`src/rtl/ni_tx_pkg.sv`:
```
// ni_tx_pkg: flit layout, field positions and shared types for the NI transmitter.
// The header field positions match the router's route-computation decoder.
package ni_tx_pkg;

    // Mesh geometry: 4x4 nodes. A node address is {ypos, xpos}.
    localparam int XPOS_W  = 2;
    localparam int YPOS_W  = 2;
    localparam int UADDR_W = XPOS_W + YPOS_W;
    localparam int MADDR_W = 1 << UADDR_W;   // one bitmap bit per node

    localparam int NUM_VC  = 2;
    localparam int VCH_W   = 1;
    localparam int DATA_W  = 32;

    // Flit field positions. FTYPE and VCH sit at the same place in every flit type.
    localparam int FTYPE_MSB   = 31;
    localparam int FTYPE_LSB   = 30;
    localparam int UM_TYPE_POS = 29;
    localparam int VCH_MSB     = 28;
    localparam int VCH_LSB     = 28;
    localparam int DST_MSB     = 27;
    localparam int DST_LSB     = 24;
    localparam int MDST_MSB    = 23;
    localparam int MDST_LSB    = 8;
    localparam int SRC_MSB     = 7;
    localparam int SRC_LSB     = 4;
    localparam int LEN_MSB     = 3;
    localparam int LEN_LSB     = 0;
    localparam int LEN_FIELD_W = LEN_MSB - LEN_LSB + 1;

    // Body and tail flits carry payload below the VCH field.
    localparam int PL_MSB = 27;
    localparam int PL_LSB = 0;
    localparam int PL_W   = PL_MSB - PL_LSB + 1;

    typedef enum logic [1:0] {
        FT_HEAD     = 2'b00,
        FT_BODY     = 2'b01,
        FT_TAIL     = 2'b10,
        FT_HEADTAIL = 2'b11
    } ftype_e;

    typedef enum logic [1:0] {
        S_IDLE,
        S_HEAD,
        S_BODY
    } state_e;

    // Routing information captured from an accepted request.
    typedef struct packed {
        logic                um;
        logic [UADDR_W-1:0]  dst;
        logic [MADDR_W-1:0]  mdst;
        logic [VCH_W-1:0]    vch;
    } route_t;

    // Header flit: only the destination field matching the request type is populated.
    function automatic logic [DATA_W-1:0] make_header(
        input ftype_e                  ft,
        input route_t                  r,
        input logic [UADDR_W-1:0]      src,
        input logic [LEN_FIELD_W-1:0]  len
    );
        logic [DATA_W-1:0] f;
        f                      = '0;
        f[FTYPE_MSB:FTYPE_LSB] = ft;
        f[UM_TYPE_POS]         = r.um;
        f[VCH_MSB:VCH_LSB]     = r.vch;
        f[DST_MSB:DST_LSB]     = r.um ? '0 : r.dst;
        f[MDST_MSB:MDST_LSB]   = r.um ? r.mdst : '0;
        f[SRC_MSB:SRC_LSB]     = src;
        f[LEN_MSB:LEN_LSB]     = len;
        return f;
    endfunction

    // Body or tail flit.
    function automatic logic [DATA_W-1:0] make_body(
        input ftype_e            ft,
        input logic [VCH_W-1:0]  vch,
        input logic [PL_W-1:0]   payload
    );
        logic [DATA_W-1:0] f;
        f                      = '0;
        f[FTYPE_MSB:FTYPE_LSB] = ft;
        f[VCH_MSB:VCH_LSB]     = vch;
        f[PL_MSB:PL_LSB]       = payload;
        return f;
    endfunction

endpackage

```
`src/rtl/ni_tx_credit_cnt.sv`:
```
// ni_tx_credit_cnt: per-VC credit counter. Starts full at BUF_DEPTH, counts down
// on each flit sent and up on each credit returned, saturating at both ends.
module ni_tx_credit_cnt #(
    parameter int BUF_DEPTH = 4
) (
    input  logic clk,
    input  logic rst_,
    input  logic inc_i,          // credit returned by the router
    input  logic dec_i,          // flit sent on this VC
    output logic nonzero_o,      // at least one credit available now
    output logic nonzero_next_o  // at least one credit available next cycle
);

    localparam int            CNT_W = $clog2(BUF_DEPTH + 1);
    localparam logic [CNT_W-1:0] FULL = CNT_W'(BUF_DEPTH);

    logic [CNT_W-1:0] count_q;
    logic [CNT_W-1:0] count_d;

    // Next count: a simultaneous send and return cancel out.
    always_comb begin
        // NOTE: default assigned first so every path drives count_d; no latch is inferred.
        count_d = count_q;
        if (inc_i && !dec_i) begin
            if (count_q != FULL) count_d = count_q + CNT_W'(1);
        end else if (dec_i && !inc_i) begin
            if (count_q != '0) count_d = count_q - CNT_W'(1);
        end
    end

    // Counter register; reset refills the router-side buffer allowance.
    always_ff @(posedge clk or negedge rst_) begin
        // NOTE: non-blocking assignments so every flop samples pre-edge values.
        if (!rst_) count_q <= FULL;
        else       count_q <= count_d;
    end

    assign nonzero_o      = (count_q != '0);
    assign nonzero_next_o = (count_d != '0);

    // A return to a full counter means the router and this block disagree on buffer space.
    credit_overflow_a: assert property (@(posedge clk) disable iff (!rst_)
        !(inc_i && !dec_i && (count_q == FULL)))
        else $warning("credit_cnt: credit returned while already at BUF_DEPTH");

    // The transmitter must never send without a credit.
    credit_underflow_a: assert property (@(posedge clk) disable iff (!rst_)
        !(dec_i && !inc_i && (count_q == '0)))
        else $error("credit_cnt: flit sent with no credit");

endmodule

```
`src/rtl/ni_tx.sv`:
```
// ni_tx: network-interface transmitter. Turns PE packet requests into header,
// body and tail flits for the router's local port under credit flow control.
module ni_tx
    import ni_tx_pkg::*;
#(
    parameter int MY_XPOS   = 0,
    parameter int MY_YPOS   = 0,
    parameter int BUF_DEPTH = 4,
    parameter int LENW      = 3   // must not exceed the LEN field width
) (
    input  logic               clk,
    input  logic               rst_,
    input  logic               req_valid,
    output logic               req_ready,
    input  logic               req_um,
    input  logic [UADDR_W-1:0] req_dst,
    input  logic [MADDR_W-1:0] req_mdst,
    input  logic [VCH_W-1:0]   req_vch,
    input  logic [LENW-1:0]    req_len,
    input  logic               pl_valid,
    output logic               pl_ready,
    input  logic [PL_W-1:0]    pl_data,
    output logic [DATA_W-1:0]  odata,
    output logic               osend,
    input  logic               icredit,
    input  logic [VCH_W-1:0]   icredit_vch,
    output logic               busy,
    output logic               err
);

    localparam logic [UADDR_W-1:0] MY_ADDR = {YPOS_W'(MY_YPOS), XPOS_W'(MY_XPOS)};

    state_e                  state_q, state_d;
    route_t                  route_q, route_d;
    logic [LENW-1:0]         len_q, len_d;
    logic [LENW-1:0]         rem_q, rem_d;     // body/tail flits still to send
    logic [DATA_W-1:0]       odata_q, odata_d;
    logic                    osend_q, osend_d;
    logic                    req_ready_q, req_ready_d;
    logic                    pl_ready_q, pl_ready_d;
    logic                    busy_q, busy_d;
    logic                    err_q, err_d;

    logic [LEN_FIELD_W-1:0]  len_field;
    logic                    req_illegal;
    logic                    vc_credit_ok;
    logic [NUM_VC-1:0]       credit_inc;
    logic [NUM_VC-1:0]       credit_dec;
    logic [NUM_VC-1:0]       credit_nz;
    logic [NUM_VC-1:0]       credit_nz_next;

    // A zero-length packet, or a unicast to ourselves, is consumed and flagged.
    assign req_illegal  = (req_len == '0) || (!req_um && (req_dst == MY_ADDR));
    assign vc_credit_ok = credit_nz[route_q.vch];

    // Next-state, request capture and flit formation.
    always_comb begin
        state_d   = state_q;
        route_d   = route_q;
        len_d     = len_q;
        rem_d     = rem_q;
        odata_d   = odata_q;
        osend_d   = 1'b0;
        err_d     = 1'b0;
        len_field = '0;
        len_field[LENW-1:0] = len_q;

        unique case (state_q)
            S_IDLE: begin
                if (req_valid && req_ready_q) begin
                    if (req_illegal) begin
                        err_d = 1'b1;
                    end else begin
                        route_d = '{um: req_um, dst: req_dst, mdst: req_mdst, vch: req_vch};
                        len_d   = req_len;
                        state_d = S_HEAD;
                    end
                end
            end
            S_HEAD: begin
                if (vc_credit_ok) begin
                    osend_d = 1'b1;
                    if (len_q == LENW'(1)) begin
                        odata_d = make_header(FT_HEADTAIL, route_q, MY_ADDR, len_field);
                        state_d = S_IDLE;
                    end else begin
                        odata_d = make_header(FT_HEAD, route_q, MY_ADDR, len_field);
                        rem_d   = len_q - LENW'(1);
                        state_d = S_BODY;
                    end
                end
            end
            S_BODY: begin
                if (pl_valid && vc_credit_ok) begin
                    osend_d = 1'b1;
                    rem_d   = rem_q - LENW'(1);
                    if (rem_q == LENW'(1)) begin
                        odata_d = make_body(FT_TAIL, route_q.vch, pl_data);
                        state_d = S_IDLE;
                    end else begin
                        odata_d = make_body(FT_BODY, route_q.vch, pl_data);
                    end
                end
            end
            default: state_d = S_IDLE;
        endcase
    end

    // Steer the send and the credit return to the counter of their VC.
    always_comb begin
        for (int v = 0; v < NUM_VC; v++) begin
            credit_dec[v] = osend_d && (route_q.vch == VCH_W'(v));
            credit_inc[v] = icredit && (icredit_vch == VCH_W'(v));
        end
    end

    // Registered handshake/status outputs reflect where the FSM will be next cycle.
    always_comb begin
        req_ready_d = (state_d == S_IDLE);
        busy_d      = (state_d != S_IDLE);
        pl_ready_d  = (state_d == S_BODY) && credit_nz_next[route_q.vch];
    end

    ni_tx_credit_cnt #(.BUF_DEPTH(BUF_DEPTH)) u_credit0 (
        .clk            (clk),
        .rst_           (rst_),
        .inc_i          (credit_inc[0]),
        .dec_i          (credit_dec[0]),
        .nonzero_o      (credit_nz[0]),
        .nonzero_next_o (credit_nz_next[0])
    );

    ni_tx_credit_cnt #(.BUF_DEPTH(BUF_DEPTH)) u_credit1 (
        .clk            (clk),
        .rst_           (rst_),
        .inc_i          (credit_inc[1]),
        .dec_i          (credit_dec[1]),
        .nonzero_o      (credit_nz[1]),
        .nonzero_next_o (credit_nz_next[1])
    );

    // State and output registers; reset aborts any packet in flight.
    always_ff @(posedge clk or negedge rst_) begin
        if (!rst_) begin
            state_q     <= S_IDLE;
            route_q     <= '0;
            len_q       <= '0;
            rem_q       <= '0;
            odata_q     <= '0;
            osend_q     <= 1'b0;
            req_ready_q <= 1'b0;
            pl_ready_q  <= 1'b0;
            busy_q      <= 1'b0;
            err_q       <= 1'b0;
        end else begin
            state_q     <= state_d;
            route_q     <= route_d;
            len_q       <= len_d;
            rem_q       <= rem_d;
            odata_q     <= odata_d;
            osend_q     <= osend_d;
            req_ready_q <= req_ready_d;
            pl_ready_q  <= pl_ready_d;
            busy_q      <= busy_d;
            err_q       <= err_d;
        end
    end

    assign odata     = odata_q;
    assign osend     = osend_q;
    assign req_ready = req_ready_q;
    assign pl_ready  = pl_ready_q;
    assign busy      = busy_q;
    assign err       = err_q;

endmodule

```
`config.mk`:
```
export PLATFORM = sky130hd
export DESIGN_NAME = ni_tx
export DESIGN_NICKNAME = d
export VERILOG_FILES = /design/src/rtl/ni_tx_pkg.sv /design/src/rtl/ni_tx_credit_cnt.sv /design/src/rtl/ni_tx.sv
export SDC_FILE = /design/constraint.sdc
export NUM_CORES = 1
export LEC_CHECK = 0
export ABC_AREA = 0
export CORE_ASPECT_RATIO = 0.5
export CORE_MARGIN = 8
export CORE_UTILIZATION = 35
export CTS_BUF_LIST = sky130_fd_sc_hd__clkbuf_4 sky130_fd_sc_hd__clkbuf_8
export DETAILED_ROUTE_END_ITERATION = 10
export GPL_TIMING_DRIVEN = 0
export HOLD_SLACK_MARGIN = 0.12
export PLACE_DENSITY_LB_ADDON = 0.25
export RECOVER_POWER = 25
export SLEW_MARGIN = 0
export SYNTH_ARGS = -nofsm -noshare
export SYNTH_HDL_FRONTEND = slang
export SYNTH_SLANG_ARGS = --single-unit
export TNS_END_PERCENT = 1
```
`constraint.sdc`:
```
create_clock -name clk -period 2.26 [get_ports clk]
set_input_delay 0.452 -clock clk [delete_from_list [all_inputs] [get_ports clk]]
set_output_delay 0.452 -clock clk [all_outputs]
set_load 0.02 [all_outputs]
```
==> results of run 1 <==
power by group through the flow:
stage	registers, W	clock network, W	logic [W]
after detailed placement	0.00241	0	0.00363
after floorplan	0.00270	0	0.00193
after CTS	0.00238	0.00121	0.00373
final	0.00240	0.00117	0.00398
after global placement	0.00239	0	0.00354
after global routing	0.00249	0.00126	0.00435
flip-flops by register name, summed over array words and instances, names as in the netlist:
name               flops
odata                 32
route_q               22
len_q                  3
rem_q                  3
u_credit0.count_q      3
u_credit1.count_q      3
state_q                2
busy                   1
err                    1
osend                  1
pl_ready               1
req_ready              1
cells in the mapped netlist (all sizes together):
cell type   n  area [um^2]
nand2b      5         31.3
nand4       3         25.0
a31oi       2         12.5
o32a        1         10.0
o2bb2ai     2         17.5
and2b       1         7.51
xnor2       3         26.3
clkbuf      8         30.0
mux2       29          330
nor4b       3         41.3
a21oi      11         58.8
nand3       4         20.0
a22o        6         52.6
dfstp       2         52.6
a311o       1         10.0
and3        1         6.26
o21ai      11         55.1
ha         14          175
or4         1         7.51
a22oi       1         7.51
nor3        3         15.0
o211ai      1         7.51
or3         2         17.5
nand3b      1         7.51
nand2      20         75.1
buf         7         38.8
or2         3         18.8
nor3b       1         7.51
a21o        2         16.3
dfrtp      71         1780
nor4        2         12.5
o31ai       1         7.51
a221oi     20          175
o32ai       1         8.76
mux2i       6         60.1
nor2       52          195
nor2b       7         58.8
inv        11         41.3
worst min-delay path: cells and delay by family, from the launching register on:
kind | cells | cell delay (ns)
DFF | 1 | 0.36
and+or+nand+nor | 2 | 0.10
area by class of cell:
class                   instances  share of cell area, %
flip-flops and latches         73                   35.8
multi-input cells             221                   33.4
repair buffers                105                   20.4
well taps                     140                   3.42
clock buffers                  10                   2.69
clock inverters                 6                   1.76
plain buffers                  15                   1.74
inverters                      11                  0.807
through the flow:
step	instance area (um^2)	hold slack, ns	total power, W	instances	worst slack [ns]
2_1_floorplan	3520	0.156	0.00463	320	0.127
3_3_place_gp	4640	0.454	0.00593	555	-1.89
3_5_place_dp	4670	0.329	0.00604	556	-0.459
4_1_cts	4960	0.484	0.00732	575	-0.0155
5_1_grt	5120	0.521	0.00810	581	-0.0572
6_report	5120	0.491	0.00754	581	0.0467
timing repair:
| action | CTS | global route |
|---|---|---|
| hold buffers | 1 | 0 |
| pin swaps | 2 | 2 |
| setup buffers | 2 | 6 |
| resized for setup | 12 | 26 |
| endpoints found under the hold margin | 12 | 0 |
| setup endpoints to repair | 51 | 51 |
cell families (layout without fill, tap and decap cells):
family	after synthesis	after routing	share of synthesized area [%]
AND/OR/NAND/NOR	109	109	15.5
AO/OA/AOI/OAI	60	60	12.5
multiplexers	35	35	11.1
buffers and inverters	26	147	3.13
XOR/XNOR	3	3	0.747
flip-flops	73	73	52.0
adder cells (fa/ha/maj)	14	14	4.98
per-layer routing:
layer,part of all wire (%),global-route usage (%)
met2,40,20.6
met5,0,0
met1,49,20.3
met4,1.2,4.80
met3,10,6.83
path summary, 6_finish.rpt:
kind                                        end                  from
max                                        busy  u_credit1.count_q[1]
min in group asynchronous              odata[7]                  rst_
min reg2reg                           odata[29]             odata[29]
max in group asynchronous  u_credit1.count_q[2]                  rst_
min                                   odata[29]             odata[29]
max reg2reg                                busy  u_credit1.count_q[1]
==> out/metrics.yaml, run 1 <==
crit_type: "reg -> reg"
p_per_area_nw_per_um2: 1470
cts.sinks: 73
fin_skew_ns: 0.0132
cts_buffer_depth: 2
final-seq-area_um2: 1830
whs_path_depth: 2
switching_share_pct: 39.9
grt_max_degree: 61
cp.depth: 8
p_clk_share_pct: 15.5
nFillCells: 919
comb_power_share_pct: 52.7
tightest_slew_ns: 0.927
power_frac_seq_pct: 31.8
final_cell_mix: "clkdlybuf4s50_1 (94), dfrtp_1 (69), nor2_1 (52)"
hold_viol: 0
status: "completed"
synth_cell_types: 48
grt_remaining_overflow: 0
setup_viol: 0
avgSynthCellArea_um2: 11.0
r2r_cells: 8
layout-drive-gt1-share_pct: 21.5
grt_usage_pct: 15.0
start_kind: "flip-flop"
core_region_area_um2: 9990
p_switching_w: 0.00301
cts_buffers: 9
vias: 2825
critPathTopFamily: "simple AND/OR/NAND/NOR gates"
leakagePower_nw: 2.13
wl_mm: 10.1
relSlewSlack_pct: 38.2
critPathMaxFanout: 8
required_ns: 2.49
netlist_area_um2: 3520
max-vdd-ir-drop_mv: 0.468
internal_power_w: 0.00454
gp_congestion: 0.834
ant_nets: 0
fmax_ghz: 0.452
die_area_um2: 13700
wl_per_cell_um: 17.4
setup_tns_ns: 0
die_x_um: 158
end_kind: "flip-flop"
viasPerCell: 4.86
finalCriticalPeriod_ns: 2.21
antenna_cells: 0
synth_seq_cells: 73
ys_seq_area_share_pct: 52.0
grt_pass1_wl_mm: 15.7
fin_crit_sh_pct: 97.9
drtIter0Drc: 117
rsz0062_at_grt: "yes"
final_net_count: 509
path_buf_inv: 1
worst-r2r-setup-slack_ns: 0.05
clock_latency_ns: 0.36
pin_count: 96
h-tree-depth: 3
max_cap_viol_count: 0
cpPeakStageDelay_ns: 0.43
initial_utilization_pct: 35.2
slew_viol_final: 0
clock-root-buffer: "clkbuf_8"
area_growth_pct: 45.5
multi_input_area_um2: 1710
grt_pass1_vias: 2973
rows: 26
post-route-util_pct: 51.2
portBuffers: 95
clk_pin_slew_ns: 0.08
cpMaxStageDelayCell: "dfrtp_1"
ys_warn_count: 0
dp_hpwl_mm: 7.47
first_pass_iters: 4
drc: 0
path_cells: "inv_2 > ha_2 > nor2b_4 > mux2_4 > a22o_1 > nor3b_2 > or3_4 > or2_1"
syn-num-nets: 393
syn_inst: 320
antenna_found_initial: 0
critPathArrivalTime_ns: 2.45
die_h_um: 86.9
final_common_cell: "clkdlybuf4s50_1"
cts_tree: "yes"
hold_path.class: "reg -> reg"
Power figures use the tool's default switching activity.
==> run 2: changes to the inputs <==
--- a/config.mk
+++ b/config.mk
@@ -7,7 +7,7 @@
 export LEC_CHECK = 0
 export ABC_AREA = 0
 export CORE_ASPECT_RATIO = 0.5
-export CORE_MARGIN = 8
+export CORE_MARGIN = 2
 export CORE_UTILIZATION = 35
 export CTS_BUF_LIST = sky130_fd_sc_hd__clkbuf_4 sky130_fd_sc_hd__clkbuf_8
 export DETAILED_ROUTE_END_ITERATION = 10
==> out/metrics.yaml, run 2 (synthesized netlist as in run 1, its figures left out) <==
clock-root-buffer: "clkbuf_8"  # unchanged
critPathArrivalTime_ns: 2.46  # was 2.45 ns
critPathMaxFanout: 10  # was 8
die_area_um2: 10900  # was 13700 um^2
drtIter0Drc: 85  # was 117
power_w: 0.00708  # was 0.00754 W
tightest_slew_ns: 0.865  # was 0.927 ns
final_net_count: 505  # was 509
grt_remaining_overflow: 0  # unchanged
hold_path.class: "reg -> reg"  # unchanged
largest_register_ffs: 32  # unchanged
fin_ws_ns: 0.0297  # was 0.0467 ns
antenna_found_initial: 0  # unchanged
switching_share_pct: 39.4  # was 39.9%
first_pass_iters: 4  # unchanged
pre_cts_ws_ns: -0.392  # was -0.459 ns
power_frac_seq_pct: 33.4  # was 31.8%
vias: 2769  # was 2825
p_clk_share_pct: 13.2  # was 15.5%
ant_nets: 0  # unchanged
cts_tree: "yes"  # unchanged
post-route-util_pct: 51.6  # was 51.2%
antenna_cells: 0  # unchanged
portBuffers: 95  # unchanged
cts_buffers: 9  # unchanged
fin_skew_ns: 0.00607  # was 0.0132 ns
internal_power_w: 0.00429  # was 0.00454 W
p_per_area_nw_per_um2: 1430  # was 1470 nW/um^2
status: "completed"  # unchanged
die_h_um: 74.9  # was 86.9 um
gp_congestion: 0.836  # was 0.834
rsz0062_at_grt: "yes"  # unchanged
slew_viol_final: 0  # unchanged
grt_max_degree: 64  # was 61
dp_hpwl_mm: 6.29  # was 7.47 mm
viasPerCell: 4.84  # was 4.86
initial_utilization_pct: 36.6  # was 35.2%
p_switching_w: 0.00279  # was 0.00301 W
grt_pass1_vias: 2815  # was 2973
h-tree-depth: 3  # unchanged
crit_type: "in -> reg"  # was reg -> reg
fmax_ghz: 0.448  # was 0.452 GHz
end_kind: "flip-flop"  # unchanged
required_ns: 2.49  # about the same
clock_latency_ns: 0.35  # was 0.36 ns
grt_usage_pct: 16.3  # was 15.0%
pin_count: 96  # unchanged
postLayoutCellArea_um2: 4960  # was 5120 um^2
setup_viol: 0  # unchanged
final_cell_mix: "clkdlybuf4s50_1 (94), dfrtp_1 (71), nor2_1 (52)"  # was clkdlybuf4s50_1 (94), dfrtp_1 (69), nor2_1 (52)
clk_pin_slew_ns: 0.07  # was 0.08 ns
drc: 0  # unchanged
final_common_cell: "clkdlybuf4s50_1"  # unchanged
wl_per_cell_um: 14.8  # was 17.4 um
area_growth_pct: 41.0  # was 45.5%
die_x_um: 146  # was 158 um
leakagePower_nw: 2.09  # was 2.13 nW
max_cap_viol_count: 0  # unchanged
fin_crit_sh_pct: 98.7  # was 97.9%
max-vdd-ir-drop_mv: 0.471  # was 0.468 mV
cts_buffer_depth: 2  # unchanged
rows: 25  # was 26
grt_pass1_wl_mm: 13.8  # was 15.7 mm
relSlewSlack_pct: 42.3  # was 38.2%
place_area_um2: 4660  # was 4670 um^2
core_region_area_um2: 9600  # was 9990 um^2
nFillCells: 913  # was 919
start_kind: "input pin"  # was flip-flop
finalCriticalPeriod_ns: 2.23  # was 2.21 ns
holdWs_ns: 0.475  # was 0.491 ns
comb_power_share_pct: 53.4  # was 52.7%
wl_mm: 8.47  # was 10.1 mm
hold_viol: 0  # unchanged
cts.sinks: 73  # unchanged
layout-drive-gt1-share_pct: 19.5  # was 21.5%
-- run 2: repair_timing --
item,CTS,global route
endpoints found under the hold margin,10,0
hold buffers,1,0
setup endpoints to repair,52,26
pin swaps,0,2
cloned,0,0
setup buffers,0,4
gates resized for setup,7,23
-- run 2: per-stage QoR --
step | cells | TNS [ns]
after floorplan | 320 | 0
after global placement | 550 | -144.46
after detailed placement | 551 | -11.76
after CTS | 568 | -0.0391
after global routing | 572 | -0.0942
final | 572 | 0
-- run 2: power by group through the flow --
stage	Combinational [W]	Clock, W	Sequential [W]
after floorplan	0.00193	0	0.00270
after global placement	0.00351	0	0.00237
after detailed placement	0.00356	0	0.00239
after CTS	0.00361	0.000965	0.00237
after global routing	0.00415	0.00103	0.00245
final	0.00378	0.000936	0.00237
-- run 2: layout make-up --
class | count | area [um^2] | share of cell area (%)
flip-flops and latches | 73 | 1830 | 36.9
multi-input cells | 221 | 1660 | 33.6
repair buffers | 101 | 992 | 20.0
well taps | 135 | 169 | 3.41
clock buffers | 13 | 166 | 3.36
plain buffers | 15 | 81.3 | 1.64
inverters | 11 | 41.3 | 0.833
clock inverters | 3 | 15.0 | 0.303
-- run 2: path summary, 6_finish.rpt --
kind | endpoint | cells after the start | start | slack [ns]
max in group asynchronous | pl_ready | 3 | rst_ | 0.34
min in group asynchronous | route_q[7] | 2 | rst_ | 0.60
setup reg to reg | busy | 8 | u_credit0.count_q[0] | 0.08
setup / recovery | route_q[2] | 6 | req_dst[0] | 0.03
hold / removal | odata[29] | 2 | odata[29] | 0.47
hold reg to reg | odata[29] | 2 | odata[29] | 0.47
-- run 2: worst max-delay path, cell delays in order --
cell and delay (ns):
clkdlybuf4s50_1 0.42, or4_1 0.55, o32a_1 0.24, nand4_4 0.19
buf_4 0.24, mux2_2 0.35
-- run 2: per-layer routing --
metal | track usage [%] | part of all wire [%]
met4 | 4.79 | 0.92
met1 | 20.1 | 46
met3 | 4.42 | 3.5
met5 | 0 | 0
met2 | 28.9 | 49
==> run 3: changes to the inputs <==
--- a/config.mk
+++ b/config.mk
@@ -6,7 +6,6 @@
 export NUM_CORES = 1
 export LEC_CHECK = 0
 export ABC_AREA = 0
-export CORE_ASPECT_RATIO = 0.5
 export CORE_MARGIN = 2
 export CORE_UTILIZATION = 35
 export CTS_BUF_LIST = sky130_fd_sc_hd__clkbuf_4 sky130_fd_sc_hd__clkbuf_8
==> constraint.sdc (replaced) <==
create_clock -name clk -period 2.7 [get_ports clk]
set_input_delay 0.54 -clock clk [delete_from_list [all_inputs] [get_ports clk]]
set_output_delay 0.54 -clock clk [all_outputs]
set_load 0.02 [all_outputs]
==> out/metrics.yaml, run 3 (synthesized netlist as in run 1, its figures left out) <==
status: "completed"  # unchanged
viasPerCell: 4.92  # was 4.84
r2r_cells: 9  # was 8
final-seq-area_um2: 1830  # unchanged
end_kind: "flip-flop"  # unchanged
power_frac_seq_pct: 33.8  # was 33.4%
h-tree-depth: 3  # unchanged
crit_type: "in -> reg"  # unchanged
max_cap_viol_count: 0  # unchanged
p_per_area_nw_per_um2: 1200  # was 1430 nW/um^2
final_common_cell: "clkdlybuf4s50_1"  # unchanged
layout-drive-gt1-share_pct: 14.1  # was 19.5%
internal_power_w: 0.00356  # was 0.00429 W
setup_tns_ns: 0  # unchanged
cts_buffer_depth: 2  # unchanged
hold_path.class: "reg -> reg"  # unchanged
relSlewSlack_pct: 43.3  # was 42.3%
first_pass_iters: 4  # unchanged
die_h_um: 104  # was 74.9 um
grt_pass1_vias: 2889  # was 2815
instances_no_fill: 566  # was 572
multi_input_area_um2: 1580  # was 1660 um^2
power_w: 0.00583  # was 0.00708 W
hold_viol: 0  # unchanged
die_area_um2: 10900  # about the same
dp_hpwl_mm: 6.19  # was 6.29 mm
nFillCells: 895  # was 913
grt_max_degree: 63  # was 64
critPathArrivalTime_ns: 2.66  # was 2.46 ns
wl_mm: 8.39  # was 8.47 mm
antenna_found_initial: 0  # unchanged
die_x_um: 104  # was 146 um
vias: 2787  # was 2769
switching_share_pct: 39.0  # was 39.4%
fin_ws_ns: 0.256  # was 0.0297 ns
fin_skew_ns: 0.00674  # was 0.00607 ns
area_growth_pct: 38.2  # was 41.0%
cts_buffers: 9  # unchanged
cts.sinks: 73  # unchanged
setup_viol: 0  # unchanged
gp_congestion: 0.756  # was 0.836
finalCriticalPeriod_ns: 2.44
leakagePower_nw: 2.04  # was 2.09 nW
tightest_slew_ns: 0.850  # was 0.865 ns
clock-root-buffer: "clkbuf_8"  # unchanged
slew_viol_final: 0  # unchanged
comb_power_share_pct: 50.7  # was 53.4%
rows: 36  # was 25
required_ns: 2.92  # was 2.49 ns
drc: 0  # unchanged
final_net_count: 501  # was 505
clock_latency_ns: 0.34  # was 0.35 ns
drtIter0Drc: 148  # was 85
rsz0062_at_grt: "no"  # was yes
ant_nets: 0  # unchanged
numPlacedInstances: 549  # was 551
p_switching_w: 0.00227  # was 0.00279 W
fmax_ghz: 0.409
grt_usage_pct: 15.9  # was 16.3%
cts_tree: "yes"  # unchanged
max-vdd-ir-drop_mv: 0.640  # was 0.471 mV
critPathMaxFanout: 10  # unchanged
grt_pass1_wl_mm: 13.8  # about the same
core_region_area_um2: 9770  # was 9600 um^2
antenna_cells: 0  # unchanged
post-route-util_pct: 49.7  # was 51.6%
cts_resized: 0  # was 7
pre_cts_ws_ns: -0.114  # was -0.392 ns
final_cell_mix: "clkdlybuf4s50_1 (94), dfrtp_1 (71), nor2_1 (52)"  # unchanged
wl_per_cell_um: 14.8  # about the same
fin_crit_sh_pct: 90.5
largest_register_ffs: 32  # unchanged
pin_count: 96  # unchanged
clk_pin_slew_ns: 0.08  # was 0.07 ns
portBuffers: 95  # unchanged
initial_utilization_pct: 36.0  # was 36.6%
p_clk_share_pct: 15.5  # was 13.2%
start_kind: "input pin"  # unchanged
whs_path_depth: 2  # unchanged
grt_remaining_overflow: 0  # unchanged
[run 3: cell types whose count changed in the layout (fill, tap and decap cells not counted), moves of 3 or more]
cell / previous run / this run
buf_4: 7 / 3
clkbuf_2: 5 / 0
clkbuf_1: 4 / 9
ha_1: 9 / 14
ha_2: 3 / 0
clkbuf_4: 4 / 1
buf_1: 0 / 3
[run 3: repair_timing]
action | CTS | global route
hold buffers | 1 | 0
endpoints found under the setup margin | 0 | 0
hold endpoints to repair | 11 | 0
buffers inserted | 0 | 0
[run 3: layout make-up]
type	instances	area share, %
flip-flops and latches	73	37.6
multi-input cells	221	32.5
repair buffers	97	19.8
well taps	133	3.42
clock buffers	12	3.40
plain buffers	15	1.42
clock inverters	4	1.03
inverters	11	0.849
[run 3: power groups by stage]
stage | combinational, W | clock (W) | sequential, W
2_1_floorplan | 0.00162 | 0 | 0.00226
3_5_place_dp | 0.00299 | 0 | 0.00199
5_1_grt | 0.00326 | 0.000975 | 0.00205
3_3_place_gp | 0.00292 | 0 | 0.00197
6_report | 0.00296 | 0.000904 | 0.00197
4_1_cts | 0.00300 | 0.000933 | 0.00198
[run 3: worst max-delay path, stage by stage]
cell and delay, ns:
clkdlybuf4s50_1 0.41, or4_1 0.55, o32a_1 0.26, nand4_2 0.27
buf_4 0.28, mux2_2 0.35
[run 3: path summary, 6_finish.rpt]
kind                             from     endpoint  slack, ns
max                        req_dst[0]  route_q[10]       0.26
min                         odata[29]    odata[29]       0.47
max reg2reg                state_q[0]    odata[24]       0.31
min reg2reg                 odata[29]    odata[29]       0.47
max in group asynchronous        rst_   route_q[0]       0.62
min in group asynchronous        rst_    odata[10]       0.73
[run 3: per-layer routing]
| metal | wire (um) | GRT usage, % | vias to the layer above |
|---|---|---|---|
| met3 | 592 | 5.64 | 9 |
| met1 | 3690 | 19.3 | 1346 |
| met5 | 0 | 0 | - |
| met2 | 4010 | 26.8 | 74 |
| li1 | - | - | 1358 |
| met4 | 103 | 4.73 | 0 |
[run 3: through the flow]
step | area, um^2 | hold slack [ns]
after floorplan | 3520 | 0.244
final | 4860 | 0.475
after global routing | 4860 | 0.513
after global placement | 4630 | 0.454
after CTS | 4880 | 0.482
after detailed placement | 4660 | 0.402
